### config.mk
export PLATFORM = sky130hd
export DESIGN_NAME = fifo_wr_frontend
export DESIGN_NICKNAME = d
export VERILOG_FILES = /design/src/rtl/fifo_wr_frontend.sv
export SDC_FILE = /design/constraint.sdc
export NUM_CORES = 1
export LEC_CHECK = 0
export CAP_MARGIN = 20
export CORE_UTILIZATION = 50
export DETAILED_ROUTE_END_ITERATION = 8
export PLACE_DENSITY = 0.75
export SYNTH_ARGS = -nofsm -noshare
export SYNTH_HDL_FRONTEND = slang
export SYNTH_SLANG_ARGS = --single-unit
export TNS_END_PERCENT = 20
### constraint.sdc
create_clock -name w_clk -period 4 [get_ports w_clk]
set_input_delay 0.8 -clock w_clk [delete_from_list [all_inputs] [get_ports w_clk]]
set_output_delay 0.8 -clock w_clk [all_outputs]
set_load 0.02 [all_outputs]
### src/rtl/fifo_wr_frontend.sv
`timescale 1ns/1ps
`default_nettype none
// ============================================================================
// Module      : fifo_wr_frontend
// Description : Write-side ingress stage that sits in front of the async FIFO
//               write-pointer block, in the write clock domain. Incoming
//               valid/ready words pass through a 2-entry skid buffer and are
//               then written to the FIFO memory with (w_inc, w_data).
//               A shadow binary write pointer and the synchronised gray read
//               pointer give a local occupancy figure. Writes are gated on
//               that figure, so the FIFO full flag is never the only guard,
//               even though it lags the write pointer by one cycle.
//
// Ports       : w_clk        write-domain clock
//               w_rst        synchronous active-high reset
//               in_data      ingress data word
//               in_valid     ingress word valid
//               in_ready     ingress ready (skid buffer not full)
//               w_data       word for the FIFO memory, valid with w_inc
//               w_inc        FIFO write strobe
//               full         full flag from the FIFO write-pointer block
//               sync_rd_ptr  gray read pointer, already in w_clk domain
//               fill_level   registered occupancy, 0..DEPTH
//               almost_full  registered, fill_level >= AF_THRESH
//               stall_cnt    saturating count of blocked-write cycles
//
// Revision    : 1.0 - initial release
// ============================================================================
module fifo_wr_frontend #(
    parameter int D_SIZE    = 8,
    parameter int P_SIZE    = 4,
    parameter int AF_THRESH = 6
) (
    input  logic              w_clk,
    input  logic              w_rst,
    input  logic [D_SIZE-1:0] in_data,
    input  logic              in_valid,
    output logic              in_ready,
    output logic [D_SIZE-1:0] w_data,
    output logic              w_inc,
    input  logic              full,
    input  logic [P_SIZE-1:0] sync_rd_ptr,
    output logic [P_SIZE-1:0] fill_level,
    output logic              almost_full,
    output logic [15:0]       stall_cnt
);

    localparam int                DEPTH   = 1 << (P_SIZE - 1);
    localparam logic [P_SIZE-1:0] c_DEPTH = P_SIZE'(DEPTH);
    localparam logic [P_SIZE-1:0] c_AF    = P_SIZE'(AF_THRESH);

    // Skid buffer: r_buf0 is always the head (oldest) entry.
    logic [D_SIZE-1:0] r_buf0;
    logic [D_SIZE-1:0] r_buf1;
    logic [1:0]        r_cnt;

    logic [P_SIZE-1:0] r_wbin;
    logic [P_SIZE-1:0] r_fill;
    logic              r_af;
    logic [15:0]       r_stall;

    logic [P_SIZE-1:0] w_rbin;
    logic [P_SIZE-1:0] w_local_fill;
    logic              w_space_ok;
    logic              w_wr_en;
    logic              w_push;
    logic              w_wr_slot;

    // Gray to binary: each bit is the XOR of all gray bits at or above it.
    always_comb begin
        w_rbin = '0;
        w_rbin[P_SIZE-1] = sync_rd_ptr[P_SIZE-1];
        for (int i = P_SIZE - 2; i >= 0; i--) begin
            w_rbin[i] = w_rbin[i+1] ^ sync_rd_ptr[i];
        end
    end

    // Modulo subtraction covers wrap of either pointer.
    assign w_local_fill = r_wbin - w_rbin;
    assign w_space_ok   = (w_local_fill < c_DEPTH);

    assign in_ready = (r_cnt != 2'd2);
    assign w_push   = in_valid && in_ready;
    assign w_wr_en  = (r_cnt != 2'd0) && !full && w_space_ok;

    // A new word lands behind whatever survives this cycle's pop: slot 1
    // only when one entry is held and it is not leaving.
    assign w_wr_slot = (r_cnt == 2'd1) && !w_wr_en;

    assign w_inc       = w_wr_en;
    assign w_data      = r_buf0;
    assign fill_level  = r_fill;
    assign almost_full = r_af;
    assign stall_cnt   = r_stall;

    always_ff @(posedge w_clk) begin
        if (w_rst) begin
            r_cnt  <= 2'd0;
            r_buf0 <= '0;
            r_buf1 <= '0;
        end else begin
            if (w_wr_en) begin
                r_buf0 <= r_buf1;
            end
            // Placed after the pop shift so a push into slot 0 wins.
            if (w_push) begin
                if (w_wr_slot) begin
                    r_buf1 <= in_data;
                end else begin
                    r_buf0 <= in_data;
                end
            end
            case ({w_push, w_wr_en})
                2'b10:   r_cnt <= r_cnt + 2'd1;
                2'b01:   r_cnt <= r_cnt - 2'd1;
                default: r_cnt <= r_cnt;
            endcase
        end
    end

    always_ff @(posedge w_clk) begin
        if (w_rst) begin
            r_wbin  <= '0;
            r_fill  <= '0;
            r_af    <= 1'b0;
            r_stall <= 16'd0;
        end else begin
            if (w_wr_en) begin
                r_wbin <= r_wbin + {{(P_SIZE-1){1'b0}}, 1'b1};
            end
            r_fill <= w_local_fill;
            r_af   <= (w_local_fill >= c_AF);
            if ((r_cnt != 2'd0) && !w_wr_en && (r_stall != 16'hFFFF)) begin
                r_stall <= r_stall + 16'd1;
            end
        end
    end

endmodule
`default_nettype wire

==> impl_metrics.tcl <==
set metrics [dict create \
    ys_types 43 \
    crit_chain "clkdlybuf4s50_1, xnor2_1, xor2_1, xnor2_1, ha_1, nand3b_1, a2111o_1, nand2_1, dlygate4sd2_1" \
    hold_viol_final 0 \
    critPathMaxFanout 2 \
    fin_tns_setup_ns 0 \
    start_util_pct 53.2 \
    yosys_warnings 0 \
    grt_pass1_wl_um 6860 \
    via_count 1869 \
    min_path_type "reg -> reg" \
    cp-end-kind "primary output" \
    routed_wl_um 4320 \
    gp_congestion 0.743 \
    path_class "in -> out" \
    synth_top_cell_by_area "dfxtp_1" \
    clk_latency_ns 0.30 \
    synth_flop_cell "dfxtp_1" \
    cp.buffers_inverters 2 \
    syn_area_per_cell_sq_um 9.54 \
    pin_count 47 \
    grt-ovfl-total 0 \
    synth_area_sq_um 2170 \
    drive_above_1_share_pct 11.7 \
    ant_nets 0 \
    viasPerCell 5.61 \
    firstDrtPassIters 4 \
    synth.area.top_cells "dfxtp_1, mux2i_1, a21oi_1" \
    maxCapViolations 0 \
    grt_max_degree 32 \
    clk_pin_slew_ns 0.08 \
    cts_made_buffers 5 \
    slowest_stage "clkdlybuf4s50_1" \
    synth_top_area_share_pct 39.6 \
    power.leakage_uw 0.00100 \
    power.total_uw 1430 \
    dieArea_sq_um 4620 \
    status "completed" \
    slowest_delay_ns 0.45 \
    worstSetupStartpointType "primary input" \
    synth-seq-area-share_pct 39.6 \
    port_buffers 46 \
    track_usage_pct 19.8 \
    wl_per_cell_um 13.0 \
    relSlewSlack_pct 41.0 \
    antenna_found_initial 0 \
    area.growth.synth_to_final_pct 29.4 \
    drtIter0Drc 100 \
    cts_root_buf "clkbuf_8" \
    rsz0062_at_grt "no" \
    cts_tree "done" \
    worst_slew_pin_slew_ns 0.885 \
    num_rows 23 \
    critical_path.most_common_cell "xnor2_1" \
    postSynthCellCount 228 \
    clock_skew_ns 0.00607 \
    max_freq_ghz 0.261 \
    synth-edff-count 0 \
    core_area_sq_um 4090 \
    dp_hpwl_um 3010 \
    htreeDepth 2 \
    dieWidth_um 68.0 \
    fin_nets 308 \
    ys_ff_latch 43 \
    timing.final.crit_share_pct 96.0 \
    die_h_um 68.0 \
    report.final.setup_viol 0 \
    synth.net_count 254 \
    worstPathArrival_ns 3.04 \
    critPathTopFamily "buffers and inverters" \
    clockBufferDepth 2 \
    grt_pass1_vias 1556 \
    power_density_nw_per_um2 508 \
    n_antenna_cell 0 \
    critPathRequiredTime_ns 3.20 \
    drc_errors 0 \
    postCtsHoldBufs 0 \
    fin_crit_ns 3.84 \
    cts_sinks 43 \
    vdd_ir_drop_max_v 0.000313 \
    finalMaxSlewViolations 0 \
    ys_async_sr_fraction_pct 0 \
]
-- kinds of logic after synthesis --
group / after synthesis / share of synthesized area (%)
flops: 43 / 39.6
mux: 17 / 7.88
buf+inv: 23 / 7.02
compound gates: 57 / 17.5
xor+xnor: 10 / 4.37
fa+ha+maj: 10 / 6.10
simple gates: 68 / 17.6
-- report_power, final --
part / total, uW / switching, uW / internal [uW]
registers: 539 / 42.8 / 497
clock network: 353 / 151 / 202
logic: 536 / 298 / 238
-- layout make-up --
class	instances	area (sq um)
Timing Repair Buffer	61	572
Multi-Input combinational cell	162	1170
Tap cell	50	62.6
Sequential cell	43	861
Clock inverter	2	35.0
Inverter	9	33.8
Fill cell	324	1270
Clock buffer	6	82.6
-- timing repair --
action                                  4_1_cts  5_1_grt
buffers inserted                              0        0
endpoints found under the setup margin        1        0
gates resized for setup                       1        0
-- metal layers --
metal | vias up | global-route usage (%) | routed length, um
met5 | - | 0 | 0
met2 | 51 | 30.8 | 1960
met3 | 7 | 4.83 | 215
met1 | 859 | 25.3 | 2060
met4 | 0 | 10.2 | 83
li1 | 952 | - | -
-- Yosys cell counts (2+ instances only) --
master and number:
nor3_1 2, a21oi_1 24, a21oi_2 2, o21ai_1 2, or3_1 2, buf_6 5, clkbuf_8 2, nor2_1 21
dfxtp_1 43, inv_1 9, o21bai_1 7, xnor2_1 4, clkbuf_1 2, buf_2 4, o31ai_1 13, nand2_1 6
nand4_1 5, or4_1 13, nand3_1 8, o21ai_0 2, xor2_1 5, ha_1 9, mux2i_1 16, and4_1 3
-- registers in the layout, indices dropped and copies added, names as in the netlist --
signal	count
r_wbin	4
r_cnt	2
w_data	8
fill_level	4
stall_cnt	16
r_buf1	8
almost_full	1
-- tightest hold or removal path, stage by stage, from the launching register on --
cell	delay (ns)
dfxtp_1	0.33
mux2i_1	0.06
nor2_1	0.08
-- worst paths after layout --
path                   from  slack (ns)            end  cells past startpoint
max          sync_rd_ptr[3]        0.16          w_inc                      9
min               r_buf1[4]        0.50      r_buf1[4]                      2
max reg2reg    stall_cnt[6]        1.76  stall_cnt[10]                      5
min reg2reg       r_buf1[4]        0.50      r_buf1[4]                      2
-- stage by stage --
stage | hold slack, ns | std cells | setup WS [ns] | utilization (%) | cell area [sq um]
finish | 0.504 | 333 | 0.161 | 68.9 | 2810
detailed placement | 0.491 | 325 | -0.0879 | 66.0 | 2700
global route | 0.520 | 333 | 0.0139 | 68.9 | 2810
global placement | 0.477 | 325 | -0.105 | 66.0 | 2700
floorplan | 0.460 | 228 | 0.653 | - | 2170
CTS | 0.509 | 333 | 0.139 | 68.9 | 2810
-- placed cells by master, fill, tap and decap left out, types with 2 or more instances in the layout --
master	netlist	layout
a21oi_2	2	2
nor3_1	2	2
nor2_1	21	21
o21ai_1	2	2
xnor2_1	4	4
o21bai_1	7	7
nand4_1	5	5
o21ai_0	2	2
dfxtp_1	43	43
nand2_1	6	6
xor2_1	5	5
or3_1	2	2
o31ai_1	13	13
clkbuf_8	2	6
clkdlybuf4s50_1	0	45
a21oi_1	24	24
or4_1	13	13
nand3_1	8	8
mux2i_1	16	16
inv_1	9	9
buf_4	1	15
and4_1	3	3
ha_1	9	9
Note: power is estimated with default switching activity, not from simulation.
